$ cat src/rtl/div_mae_monitor.sv
`default_nettype none
// ============================================================================
// div_mae_monitor - recomputes exact 16/8 quotients and gathers error stats
// Revision 1.0
// ============================================================================
module div_mae_monitor #(
  parameter int CNT_W = 32
) (
  input  logic             clk,
  input  logic             rst_n,
  input  logic             in_valid,
  output logic             in_ready,
  input  logic [15:0]      n,
  input  logic [7:0]       d,
  input  logic [7:0]       q_apx,
  input  logic [7:0]       r_apx,
  input  logic             clear,
  output logic             sample_done,
  output logic [7:0]       q_exact,
  output logic [CNT_W-1:0] err_sum,
  output logic [7:0]       err_max,
  output logic [CNT_W-1:0] sample_cnt,
  output logic [CNT_W-1:0] rem_mis_cnt
);

  typedef enum logic [1:0] {
    IDLE = 2'd0,
    DIV  = 2'd1,
    ACC  = 2'd2
  } state_t;

  localparam logic [CNT_W-1:0] CNT_ONE = 1;

  state_t       state;
  state_t       state_nxt;
  logic [7:0]   d_r;
  logic [7:0]   q_apx_r;
  logic [7:0]   r_apx_r;
  logic         sat_r;
  logic [8:0]   rem;
  logic [7:0]   lo;
  logic [7:0]   quo;
  logic [2:0]   step;

  logic         sat_in;
  logic [8:0]   t;
  logic         t_ge;
  logic [8:0]   rem_nxt;
  logic [7:0]   err;
  logic [CNT_W:0] sum_ext;

  assign in_ready = (state == IDLE);
  assign sat_in   = (d == 8'd0) || (n[15:8] >= d);

  // Restoring step: rem < d always holds, so t < 2d and one subtract suffices
  assign t       = {rem[7:0], lo[7]};
  assign t_ge    = (t >= {1'b0, d_r});
  assign rem_nxt = t_ge ? (t - {1'b0, d_r}) : t;

  assign err     = (q_apx_r >= quo) ? (q_apx_r - quo) : (quo - q_apx_r);
  assign sum_ext = {1'b0, err_sum} + {{(CNT_W + 1 - 8){1'b0}}, err};

  always_ff @(posedge clk or negedge rst_n) begin
    if (!rst_n) state <= IDLE;
    else        state <= state_nxt;
  end

  always_comb begin
    state_nxt = state;
    case (state)
      IDLE:    if (in_valid) state_nxt = sat_in ? ACC : DIV;
      DIV:     if (step == 3'd0) state_nxt = ACC;
      ACC:     state_nxt = IDLE;
      default: state_nxt = IDLE;
    endcase
  end

  always_ff @(posedge clk or negedge rst_n) begin
    if (!rst_n) begin
      d_r         <= '0;
      q_apx_r     <= '0;
      r_apx_r     <= '0;
      sat_r       <= 1'b0;
      rem         <= '0;
      lo          <= '0;
      quo         <= '0;
      step        <= '0;
      sample_done <= 1'b0;
      q_exact     <= '0;
      err_sum     <= '0;
      err_max     <= '0;
      sample_cnt  <= '0;
      rem_mis_cnt <= '0;
    end else begin
      sample_done <= 1'b0;
      case (state)
        IDLE: begin
          if (in_valid) begin
            d_r     <= d;
            q_apx_r <= q_apx;
            r_apx_r <= r_apx;
            sat_r   <= sat_in;
            if (sat_in) begin
              quo <= 8'hFF;
            end else begin
              rem  <= {1'b0, n[15:8]};
              lo   <= n[7:0];
              step <= 3'd7;
            end
          end
        end
        DIV: begin
          rem  <= rem_nxt;
          lo   <= {lo[6:0], 1'b0};
          quo  <= {quo[6:0], t_ge};
          step <= step - 3'd1;
        end
        ACC: begin
          sample_done <= 1'b1;
          q_exact     <= quo;
          if (!clear) begin
            err_sum    <= sum_ext[CNT_W] ? '1 : sum_ext[CNT_W-1:0];
            err_max    <= (err > err_max) ? err : err_max;
            sample_cnt <= (&sample_cnt) ? sample_cnt : sample_cnt + CNT_ONE;
            if (!sat_r && (rem != {1'b0, r_apx_r}) && !(&rem_mis_cnt))
              rem_mis_cnt <= rem_mis_cnt + CNT_ONE;
          end
        end
        default: ;
      endcase
      // Placed last so a clear landing in ACC discards that sample's contribution
      if (clear) begin
        err_sum     <= '0;
        err_max     <= '0;
        sample_cnt  <= '0;
        rem_mis_cnt <= '0;
      end
    end
  end

endmodule
`default_nettype wire
$ cat config.mk
export PLATFORM = sky130hd
export DESIGN_NAME = div_mae_monitor
export DESIGN_NICKNAME = d
export VERILOG_FILES = /design/src/rtl/div_mae_monitor.sv
export SDC_FILE = /design/constraint.sdc
export NUM_CORES = 1
export LEC_CHECK = 0
export ABC_AREA = 1
export ABC_CLOCK_PERIOD_IN_PS = 3350
export CORE_UTILIZATION = 25
export CTS_BUF_LIST = sky130_fd_sc_hd__clkbuf_8
export DETAILED_ROUTE_END_ITERATION = 8
export PLACE_DENSITY = 0.4
export SYNTH_ARGS = -nofsm -noshare
export SYNTH_HDL_FRONTEND = slang
export SYNTH_SLANG_ARGS = --single-unit
export TNS_END_PERCENT = 5
$ cat constraint.sdc
create_clock -name clk -period 3.35 [get_ports clk]
set_clock_uncertainty 0.15 [all_clocks]
set_input_delay 0.8375 -clock clk [delete_from_list [all_inputs] [get_ports clk]]
set_output_delay 0.8375 -clock clk [all_outputs]
set_load 0.02 [all_outputs]
==> flow_summary_export.csv, run 1 <==
group,metric,value,unit
drt,ant_nets,0,
sta,slew_headroom,62.3,%
power_and_ir_drop,sequentialPowerShare,23.7,%
min_path,hp-class,"in2async",
run,cap_viol_max_count,0,
worst_setup_path,cp_max_fo,6,
logic_synthesis,synth_top_family_by_area,"simple AND/OR/NAND/NOR gates",
logic_synthesis,synth_edf_count,0,
global_routing,grt_overflow,0,
logic_synthesis,syn_avg_cell_area,6.69,um^2
drt,routed_wl,39400,um
logic_synthesis,synth_warnings,0,
sta,tightest_slew,0.563,ns
logic_synthesis,synth_adder_area_share,6.20,%
drt,drt_pre_antenna_iters,5,
logic_synthesis,synth_fp_nets,1832,
power_and_ir_drop,total_power,11.8,mW
run_status,status,"complete, but fails checks",
clock_tree,ctsHoldBuffers,0,
power_and_ir_drop,switching_share,44.9,%
clock_tree,cts_buffers,17,
floorplan,chipWidth,217,um
sta,hold_viol_final,0,
placement,gp_congestion,0.897,
logic_synthesis,synth_cell_types,38,
global_routing,antenna_found_initial,1,
logic_synthesis,synthTopCellsByArea,"dfrtp_1 36%, nand2_1 21%, nand3_1 6.6%",
logic_synthesis,yosysTopAreaCell,"dfrtp_1",
worst_setup_path,crit_path_end_kind,"flip-flop",
drt,viasPerCell,4.50,
sta,finalSetupViolCount,31,
sta,post-route-min-period,3.45,ns
drt,num_vias,11600,
worst_setup_path,rr_endpoint,"err_sum[27]",
logic_synthesis,synthMuxAreaShare,0,%
worst_setup_path,cp.arrival,3.81,ns
floorplan,io_pins,158,
logic_synthesis,synth-compound-area-share,6.39,%
logic_synthesis,synthTopCellsByCount,"646 x nand2_1, 189 x inv_1, 172 x nor2_1",
worst_setup_path,reg2reg_slack,-0.1,ns
global_routing,grt_pass1_vias,11400,
run_status,violations,"setup timing",
sta,drv_slew,0,
sta,min_period_over_period,103,%
power_and_ir_drop,p_switching,5.30,mW
final_layout,fin_area,0.0155,mm^2
global_routing,track_usage,17.2,%
logic_synthesis,ys_ff_latch,168,
sta,fmax,0.290,GHz
final_layout,num_antenna_cells,0,
sta,rsz0062_at_grt,"yes",
worst_setup_path,path_class,"reg2reg",
power_and_ir_drop,clkPwrFrac,13.8,%
logic_synthesis,synthCells,1733,
global_routing,grt_max_degree,64,
logic_synthesis,synthMostInstantiatedCell,"nand2_1",
final_layout,nets,2070,
clock_tree,clkLatencyLatePin,0.57,ns
placement,dp_hpwl,29700,um
clock_tree,cts_sinks,168,
clock_tree,cts_buffer_depth,2,
floorplan,die_area,0.0472,mm^2
drt,route.detailed.drc,0,
final_layout,drive_gt1_share,12.7,%
clock_tree,clkTransAtPathRegs,0.10,ns
power_and_ir_drop,p_int,6.50,mW
sta,fin_ws,-0.0976,ns
worst_setup_path,reg2reg_from,"q_apx_r[0]",
sta,setup_tns,-1.98,ns
logic_synthesis,synth_xor_area_share,4.31,%
logic_synthesis,synth-simple-area-share,38.6,%
logic_synthesis,synth_seq_area_share,36.3,%
logic_synthesis,async_reset_ff_share,100,%
worst_setup_path,start_kind,"flip-flop",
clock_tree,cts_tree,"done",
drt,drt_iter0_markers,670,
power_and_ir_drop,p_comb_share,62.6,%
clock_tree,cts_root_buf,"clkbuf_8",
power_and_ir_drop,p_leak,7.24,nW
floorplan,die_y,217,um
placement,io_buffers,157,
logic_synthesis,syn_area,0.0116,mm^2
placement,placed_area,0.0145,mm^2
power_and_ir_drop,powerDensity,761,mW/mm^2
power_and_ir_drop,ir_drop,0.000469,V
logic_synthesis,synth_top_area_share,36.3,%
logic_synthesis,ys.flop_type,"dfrtp_1",
clock_tree,htree_levels,4,
final_layout,fin_util,34.0,%
final_layout,syn_to_final_growth,33.9,%
worst_setup_path,worstRegToRegCells,22,
global_routing,grt_first_pass_wirelength,62800,um
drt,drt-wirelength-per-cell,15.3,um
worst_setup_path,crit_required,3.71,ns
floorplan,core-area,0.0456,mm^2
floorplan,initial_core_util,25.4,%
floorplan,num_rows,78,
## per-stage QoR
stage | hold slack (ns) | cells | setup WS (ns)
floorplan | 0.292 | 1733 | 0.00814
global placement | 0.303 | 2537 | -0.159
detailed placement | 0.308 | 2537 | -0.226
CTS | 0.0205 | 2578 | -0.0388
global route | 0.0541 | 2584 | -0.261
finish | 0.0613 | 2584 | -0.0976
## sequential cells by signal, summed over array words and instances (netlist names)
register and count:
quo 8, sample_done 1, d_r 8, r_apx_r 8, lo 8, q_apx_r 8, rem_mis_cnt 32, sat_r 1
q_exact 8, err_max 8, rem 9, err_sum 32, step 3, state 2, sample_cnt 32
## per-layer routing
| metal | vias to the layer above | GRT usage, % | part of all wire [%] |
|---|---|---|---|
| li1 | 5961 | - | - |
| met1 | 5421 | 21.8 | 46 |
| met2 | 206 | 28.8 | 49 |
| met3 | 38 | 3.59 | 3.5 |
| met4 | 0 | 5.70 | 1.8 |
| met5 | - | 0 | 0 |
## placed cells by master, fill, tap and decap left out, drive strengths merged
master,n
bufinv,3
o22ai,4
and2,2
buf,110
ha,51
xnor2,25
nor3,48
or2,6
o21bai,5
nor3b,2
and3,1
o211ai,1
nand2,651
dfrtp,168
o21ai,80
nand3,153
clkdlybuf4s50,155
inv,195
clkbuf,18
nor2,175
nand4,30
xor2,32
clkinvlp,3
nand3b,7
fa,4
clkinv,8
o21a,1
a21oi,28
a31oi,10
a21o,8
## power groups by stage
stage | Combinational (mW) | Clock, mW | Sequential [mW]
finish | 7.38 | 1.63 | 2.79
global route | 8.28 | 1.80 | 2.85
CTS | 6.66 | 1.73 | 2.80
detailed placement | 6.36 | 0 | 2.83
global placement | 6.34 | 0 | 2.83
floorplan | 3.71 | 0 | 2.86
## worst max path at each step
stage	from	slack [ns]	depth (start not counted)	to
detailed placement	q_apx_r[0]	-0.23	23	err_sum[28]
floorplan	q_apx_r[0]	0.008	21	err_sum[24]
global placement	q_apx_r[0]	-0.16	23	err_sum[28]
finish	q_apx_r[0]	-0.1	22	err_sum[27]
CTS	q_apx_r[0]	-0.04	23	err_max[0]
global route	q_apx_r[0]	-0.26	22	err_sum[12]
## cell type report
cell class | count | area (um^2)
fill | 4954 | 30100
multi-input combinational | 1324 | 6940
sequential | 168 | 4200
timing repair buffer | 266 | 2470
tap | 600 | 751
inverter | 194 | 736
clock buffer | 17 | 234
clock inverter | 15 | 179
## kinds of logic after synthesis
kind of cell    count (synthesis)
simple gates                 1075
buf+inv                       241
flops                         168
compound gates                137
xor+xnor                       57
fa+ha+maj                      55
## worst max-delay path, stage by stage (launching register included)
cell and delay, ns:
dfrtp_1 0.40, inv_2 0.08, ha_4 0.13, inv_2 0.04, fa_2 0.40, nand3_2 0.09
nand3_4 0.09, o21ai_4 0.15, nand2_4 0.10, o21ai_4 0.19, inv_2 0.05, fa_2 0.36
inv_2 0.06, nand2_2 0.05, a21oi_2 0.17, nand2_1 0.10, nand2_2 0.12, nand4_1 0.12
buf_6 0.17, clkbuf_16 0.16, nand3_1 0.08, nand2_1 0.06, nand2_1 0.07
## what timing repair did
action / in CTS / in global routing
setup endpoints to repair: 40 / 40
pin swaps: 16 / 33
resized for setup: 36 / 94
cloned: 2 / 1
buffers inserted: 7 / 5
(Power assumes the default switching activity.)
==> inputs of run 2 (changes only) <==
CTS_CLUSTER_DIAMETER = 80   (was default)
==> results of run 2 <==
The final DEF is identical to that of run 1; final timing and power are the same.
==> inputs of run 3 (changes only) <==
HOLD_SLACK_MARGIN = 0.05   (was default)
==> flow_summary_export.csv, run 3 (synthesis results as in run 1) <==
group,metric,value,unit
run_status,status,"complete, but fails checks",
run_status,violations,"setup timing",
power_and_ir_drop,powerDensity,760,mW/mm^2
clock_tree,clkLatencyLatePin,0.57,ns
worst_setup_path,cp.arrival,3.81,ns
global_routing,grt_first_pass_wirelength,62800,um
clock_tree,cts_buffer_depth,2,
clock_tree,cts_root_buf,"clkbuf_8",
drt,route.detailed.drc,0,
drt,viasPerCell,4.50,
power_and_ir_drop,p_leak,7.25,nW
power_and_ir_drop,ir_drop,0.000469,V
run,cap_viol_max_count,0,
sta,drv_slew,0,
worst_setup_path,crit_path_end,"err_sum[27]",
clock_tree,clkTransAtPathRegs,0.10,ns
final_layout,final_cells,2585,
global_routing,antenna_found_initial,1,
power_and_ir_drop,total_power,11.8,mW
worst_setup_path,worstRegToRegCells,22,
placement,post-place-cells,2537,
final_layout,drive_gt1_share,12.7,%
worst_setup_path,critPathLaunch,"q_apx_r[0]",
sta,rsz0062_at_grt,"yes",
floorplan,io_pins,158,
sta,finalSetupViolCount,31,
sta,slew_headroom,60.5,%
final_layout,nets,2071,
drt,routed_wl,39500,um
worst_setup_path,path_class,"reg2reg",
worst_setup_path,reg2reg_slack,-0.10,ns
final_layout,num_antenna_cells,0,
global_routing,track_usage,17.2,%
final_layout,syn_to_final_growth,34.0,%
placement,io_buffers,157,
placement,placed_area,0.0145,mm^2
final_layout,final_common_cell,"nand2_1",
placement,post-place-ws,-0.226,ns
placement,dp_hpwl,29700,um
drt,drt-wirelength-per-cell,15.3,um
worst_setup_path,crit_path_end_kind,"flip-flop",
floorplan,chipWidth,217,um
final_layout,layout_common_cells,"625 x nand2_1, 177 x inv_1, 168 x dfrtp_1",
drt,ant_nets,0,
min_path,hp-class,"reg2reg",
drt,drt_pre_antenna_iters,5,
global_routing,grt_max_degree,64,
sta,hold_viol_final,0,
floorplan,die_area,0.0472,mm^2
clock_tree,htree_levels,4,
sta,post-route-min-period,3.45,ns
sta,fmax,0.290,GHz
worst_setup_path,cp_max_fo,6,
final_layout,fillers,4953,
drt,drt_iter0_markers,671,
sta,min_period_over_period,103,%
floorplan,num_rows,78,
floorplan,die_y,217,um
sta,setup_tns,-1.98,ns
sta,fin_ws,-0.104,ns
clock_tree,cts_buffers,17,
worst_setup_path,reg2reg_from,"q_apx_r[0]",
worst_setup_path,start_kind,"flip-flop",
drt,num_vias,11600,
floorplan,core-area,0.0456,mm^2
placement,gp_congestion,0.897,
final_layout,reg.largest.list,"err_sum x32, rem_mis_cnt x32, sample_cnt x32",
sta,tightest_slew,0.590,ns
global_routing,grt_overflow,0,
floorplan,initial_core_util,25.4,%
worst_setup_path,rr_endpoint,"err_sum[27]",
global_routing,grt_pass1_vias,11400,
worst_setup_path,crit_required,3.71,ns
final_layout,fin_area,0.0155,mm^2
clock_tree,cts_sinks,168,
clock_tree,cts_tree,"done",
[run 3: cell count changes in the layout (fill, tap and decap cells not counted)]
cell | previous run | this run
dlygate4sd3_1 | 0 | 1
[run 3: final cells by class]
cell class	instances	area, um^2	share of cell area (%)
well taps	600	751	4.83
inverters	194	736	4.74
clock inverters	15	179	1.15
flip-flops and latches	168	4200	27.1
clock buffers	17	234	1.51
repair buffers	267	2480	16.0
multi-input cells	1324	6940	44.7
[run 3: report_power, final]
part / leakage, nW / internal [mW] / total (mW) / switching [mW]
logic: 4.83 / 3.32 / 7.39 / 4.07
registers: 2.22 / 2.45 / 2.79 / 0.344
clock network: 0.204 / 0.737 / 1.63 / 0.888
total: 7.25 / 6.50 / 11.8 / 5.30
[run 3: metrics by stage]
stage | hold slack (ns) | util [%]
after floorplan | 0.292 | -
final | 0.330 | 34.1
after CTS | 0.334 | 33.1
after detailed placement | 0.308 | 31.7
after global placement | 0.303 | 31.7
after global routing | 0.346 | 34.1
[run 3: worst min path at each step]
stage / from / endpoint / slack [ns] / depth (start not counted)
after global routing: lo[4] / lo[4] / 0.35 / 2
after detailed placement: step[2] / step[2] / 0.31 / 2
after floorplan: lo[7] / lo[7] / 0.29 / 2
after CTS: lo[5] / lo[5] / 0.33 / 2
final: lo[3] / lo[3] / 0.33 / 2
after global placement: step[2] / step[2] / 0.30 / 2
[run 3: critical path, cell delays in order (launching register included)]
cell       delay [ns]
dfrtp_1          0.40
inv_2            0.08
ha_4             0.13
inv_2            0.04
fa_2             0.40
nand3_2          0.09
nand3_4          0.09
o21ai_4          0.15
nand2_4          0.10
o21ai_4          0.19
inv_2            0.05
fa_2             0.36
inv_2            0.06
nand2_2          0.05
a21oi_2          0.17
nand2_1          0.10
nand2_2          0.12
nand4_1          0.12
buf_6            0.17
clkbuf_16        0.16
nand3_1          0.08
nand2_1          0.06
nand2_1          0.07
[run 3: repair_timing]
| action | CTS | global route |
|---|---|---|
| hold buffers | 1 | 0 |
| pin swaps | 16 | 33 |
| hold endpoints to repair | 41 | 0 |
| gates resized for setup | 36 | 94 |
| gates cloned | 2 | 1 |
| setup buffers | 7 | 5 |
| endpoints found under the setup margin | 40 | 40 |
[run 3: layer usage]
| layer | GRT usage, % | part of all wire (%) | up-vias | routed length [um] |
|---|---|---|---|---|
| met1 | 21.8 | 46 | 5422 | 18000 |
| met3 | 3.59 | 3.5 | 38 | 1400 |
| met5 | 0 | 0 | - | 0 |
| li1 | - | - | 5964 | - |
| met4 | 5.70 | 1.7 | 0 | 675 |
| met2 | 28.8 | 49 | 201 | 19400 |
==> RTL edit 1 (config.mk and constraints of run 2) <==
Encoding of `state_t`: now one-hot (3 bits for 3 states).
--- a/src/rtl/div_mae_monitor.sv
+++ b/src/rtl/div_mae_monitor.sv
@@ -23,10 +23,10 @@
   output logic [CNT_W-1:0] rem_mis_cnt
 );
 
-  typedef enum logic [1:0] {
-    IDLE = 2'd0,
-    DIV  = 2'd1,
-    ACC  = 2'd2
+  typedef enum logic [2:0] {
+    IDLE = 3'b001,
+    DIV  = 3'b010,
+    ACC  = 3'b100
   } state_t;
 
   localparam logic [CNT_W-1:0] CNT_ONE = 1;
Formal check against the unedited RTL: no difference found for any inputs over 4 cycles, from zero or initial values and one cycle with rst_n low; so few cycles prove little.
==> RTL edit 1 against run 2 <==
Fmax grew 2.1%. Sequential share of layout area grew 0.11 points. The run ends with design-rule violations, negative setup slack left. Combinational power shrank 37%. Wire length hardly changed. Power decreased by 23%. Area after synthesis rose by 2.7%. Critical path depth rose by 3. Final area rose by 0.27%. Worst setup slack better by 0.072 ns. Largest cell class unchanged. Core utilization fell by 0.77 points. Non-clock buffer count rose by 3. Sequential cell count grew 1.
==> RTL edit 1: results (changes against run 2) <==
* Status: complete, but fails checks (unchanged)
* Violated checks: design-rule violations, negative setup slack (was negative setup slack)
* Cells on worst reg2reg path at 25 (was 22)
* CP Capture Point: err_sum[8] (was err_sum[27])
* Maximum number of pins on one net before global-route repair at 65 (was 64)
* Seq pwr share at 29.5% (was 23.7%)
* Syn nets at 1890 (was 1832)
* Share of cells above drive strength 1 at 11.73% (was 12.70%)
* CTS resizes at 31 (was 36)
* Gpl congestion at 0.8660 (was 0.8970)
* P_leak at 7.568 nW (was 7.245 nW)
* Synth area leaders: dfrtp_1 (35%), nand2_1 (20%), nand3_1 (8.4%) (was dfrtp_1 (36%), nand2_1 (21%), nand3_1 (6.6%))
* TritonRoute pass-1 iters at 7 (was 5)
* Worst Path Arrival at 3.68 ns (was 3.81 ns)
* Critical path's top delay family: simple AND/OR/NAND/NOR gates (was adder cells)
* Setup ws final at -0.02594 ns (was -0.09765 ns)
* Mean Syn Cell Area at 6.646 um2 (was 6.688 um2)
* Setup TNS at -0.05827 ns (was -1.975 ns)
* Drt wl/cell at 14.87 um (was 15.27 um)
* Dpl cells at 2609 (was 2537)
* # setup viols final at 5 (was 31)
* Clk. pwr at 1.76 mW (was 1.63 mW)
* # nets final at 2132 (was 2070)
* Post-DR vias/cell at 4.444 (was 4.499)
* Detail Placement HPWL at 30120 um (was 29680 um)
* Placed cell area at 14790 um2 (was 14460 um2)
* Initial DRC count at 720 (was 670)
* Final std cells w/o fill at 2653 (was 2584)
* Post-CTS Setup Bufs at 5 (was 7)
* Logic pwr share at 51.1% (was 62.6%)
* Post-route DRC at 7 (was 0)
* Sequential share of the synthesized area at 35.54% (was 36.27%)
* Worst hold slack at 0.1161 ns (was 0.06133 ns)
* Relative slew slack at 55.47% (was 62.33%)
[RTL edit 1: cell count changes after synthesis, sizes merged, moves of 7 or more]
cell and delta:
a21oi +10, clkbuf -14, nor3 -13, a31oi -9, nand2 -7, buf +13, inv +54, nor2 -14
o21ai +9, nand3 +50
[RTL edit 1: final cells by class]
class / instances / area (um2)
tap: 607 / 759.5
sequential: 169 / 4232
timing repair buffer: 269 / 2470
inverter: 246 / 925.9
clock inverter: 14 / 206.4
clock buffer: 18 / 247.7
fill: 5132 / 31190
multi-input combinational: 1330 / 6719
[RTL edit 1: cell families after synthesis]
kind of cell	share of synthesized area (%)
buffers and inverters	9.934
and+or+nand+nor	38.69
xor gates and xnor gates	3.458
AOI/OAI and AO/OA	6.339
DFF	35.54
adders and majority gates	6.034
[RTL edit 1: routing by layer]
metal / vias up / GRT usage [%] / part of all wire [%]
met2: 179 / 28.46 / 48
met4: 0 / 5.057 / 1.5
met5: - / 0 / 0
met1: 5446 / 21.79 / 47
li1: 6131 / - / -
met3: 34 / 3.890 / 3.8
==> RTL edit 2 (flow settings as in run 2) <==
Without the edit above. The parameter `CNT_W` goes from 32 to 16.
--- a/src/rtl/div_mae_monitor.sv
+++ b/src/rtl/div_mae_monitor.sv
@@ -4,7 +4,7 @@
 // Revision 1.0
 // ============================================================================
 module div_mae_monitor #(
-  parameter int CNT_W = 32
+  parameter int CNT_W = 16
 ) (
   input  logic             clk,
   input  logic             rst_n,
Ports: changed (resized err_sum, rem_mis_cnt and sample_cnt); port bits go from 158 to 110. The function was not compared with the original's and may differ.
==> RTL edit 2 against run 2 <==
Clock power fell by 10%. Sequential power fell by 18%. Non-clock buffer count decreased by 106. Sequential share of layout area is 1.0 points higher. Critical path depth decreased by 1. Wire length shrank 40%. Power down 12%. Final area shrank 31%. Sequential cell count down 48. Global-route usage is 2.5 points lower. Via count fell by 36%. Worst setup slack better by 0.29 ns. Synthesized cell count is 36% lower. Area after synthesis decreased by 31%. Largest power group unchanged.
==> RTL edit 2: results (changes against run 2) <==
* Status: completed (was complete, but fails checks)
* Fillcell total at 3418 (was 4954)
* Worst hold slack at 0.2532 ns (was 0.06133 ns)
* Unique cell type count in the Yosys netlist at 45 (was 38)
* Worst Path Arrival at 3.35 ns (was 3.81 ns)
* Via count at 7459 (was 11630)
* Grt met3 use at 2.560% (was 3.592%)
* Top flop regs: err_sum: 16 flops, rem_mis_cnt: 16 flops, sample_cnt: 16 flops (was err_sum: 32 flops, rem_mis_cnt: 32 flops, sample_cnt: 32 flops)
* Top cell types by occurrence after synthesis: nand2_1 (347), inv_1 (143), dfrtp_1 (120) (was nand2_1 (646), inv_1 (189), nor2_1 (172))
* Final std cells w/o fill at 1679 (was 2584)
* Mean Syn Cell Area at 7.252 um2 (was 6.688 um2)
* All-Layer GR Usage at 14.66% (was 17.17%)
* Dpl cells at 1640 (was 2537)
* Port bufs at 109 (was 157)
* Synth area leaders: dfrtp_1 (37%), nand2_1 (16%), ha_1 (7.9%) (was dfrtp_1 (36%), nand2_1 (21%), nand3_1 (6.6%))
* Detail Placement HPWL at 17390 um (was 29680 um)
* Maximum number of pins on one net before global-route repair at 89 (was 64)
* Initial antenna violation count at 0 (was 1)
* M1 GR Usage at 20.48% (was 21.80%)
* N_diodes at 0 (unchanged)
* Syn nets at 1207 (was 1832)
* Gpl congestion at 0.8166 (was 0.8970)
* Maximum vdd drop at 0.4343 mV (was 0.4689 mV)
* Most frequent cell after synthesis: nand2_1 (unchanged)
* Flop-to-flop setup slack at 0.19 ns (was -0.1 ns)
* Crit path max fanout at 7 (was 6)
* M2 GR Usage at 23.23% (was 28.80%)
* First-pass GRT wire length at 38260 um (was 62780 um)
* Synth warn at 0 (unchanged)
* Initial DRC count at 492 (was 670)
* Root buffer cell: clkbuf_8 (unchanged)
* Slew @ Worst Pin at 0.9563 ns (was 0.5630 ns)
* Share of async-settable or async-resettable flops after synthesis at 100.0% (unchanged)
* Clk Latency, worst-skew pair at 0.45 ns (was 0.57 ns)
* Share of cells above drive strength 1 at 14.25% (was 12.70%)
* P_leak at 5.128 nW (was 7.245 nW)
* Drt wl/cell at 13.98 um (was 15.27 um)
* # nets final at 1363 (was 2070)
* Vias in the first global route at 7282 (was 11440)
* Clock Pin Slew Worst Setup and Hold Paths at 0.09 ns
* Sequential share of the synthesized area at 37.37% (was 36.27%)
[RTL edit 2: changes by cell type in the layout (fill, tap and decap cells not counted), moves of 25 or more]
cell and change:
nor2_1 -88, inv_1 -48, nand2_1 -300, o21ai_0 -27, buf_4 -52, nand3_1 -40
dfrtp_1 -48, clkdlybuf4s50_1 -47, nor3_1 -25
[RTL edit 2: repair_timing]
item,4_1_cts,5_1_grt
cloned,0,1
setup buffers,0,6
pin swaps,3,25
gates resized for setup,5,81
setup endpoints to repair,19,24
[RTL edit 2: final timing paths]
kind	endpoint	from	cells past startpoint
worst max register to register	err_sum[4]	q_apx_r[0]	21
max in group asynchronous	lo[1]	rst_n	2
worst min-delay path	err_sum[13]	rst_n	2
min in group clk	q_exact[1]	q_exact[1]	2
worst min register to register	q_exact[1]	q_exact[1]	2
worst max-delay path	err_sum[4]	q_apx_r[0]	21
[RTL edit 2: through the flow]
stage          instance area, um2  worst slack [ns]
3_3_place_gp                 9884         -0.009064
3_5_place_dp                 9884          -0.08657
5_1_grt                     10680          -0.04194
4_1_cts                     10330           0.02719
2_1_floorplan                8043          0.006516
6_report                    10680            0.1944
[RTL edit 2: cell families (layout without fill, tap and decap cells)]
group                    after synthesis  count (layout)  share of synthesized area, %
AND/OR/NAND/NOR                      595             595                         31.78
buffers and inverters                173             342                         8.502
AO/OA/AOI/OAI                        126             126                         9.063
flip-flops                           120             120                         37.37
adder cells (fa/ha/maj)               55              55                         8.938
XOR/XNOR                              33              33                         3.597
multiplexers                           6               6                        0.7475
[RTL edit 2: worst max-delay path: stages, from the launching register on]
cell and delay [ns]:
dfrtp_1 0.39, inv_2 0.08, ha_4 0.13, inv_2 0.04, fa_2 0.37, nand3_2 0.08
nand3_2 0.08, o21ai_2 0.18, nand2_4 0.13, inv_6 0.12, nand2_2 0.06, nand2_2 0.07
inv_2 0.05, ha_4 0.23, a21oi_4 0.14, nor2_1 0.07, nor2_2 0.17, nand2_4 0.09
nand2_4 0.09, buf_12 0.12, nand2_1 0.05, a22o_1 0.18
[RTL edit 2: power breakdown]
part	total [mW]	internal [mW]	leakage, nW	switching, mW
Combinational	6.60	2.85	3.40	3.75
Sequential	2.30	1.91	1.53	0.395
Clock	1.46	0.753	0.205	0.710
[RTL edit 2: final cells by class]
cell class / instances / share of cell area, %
Clock buffer: 17 / 2.191
Clock inverter: 15 / 1.793
Multi-Input combinational cell: 815 / 43.44
Inverter: 150 / 5.343
Sequential cell: 120 / 28.12
Tap cell: 402 / 4.711
Timing Repair Buffer: 160 / 14.40
[RTL edit 2: per-layer routing]
layer	share of wire (%)	routed length (um)
met1	51	11970
met5	0	0
met2	45	10560
met4	0.78	184
met3	3.3	766
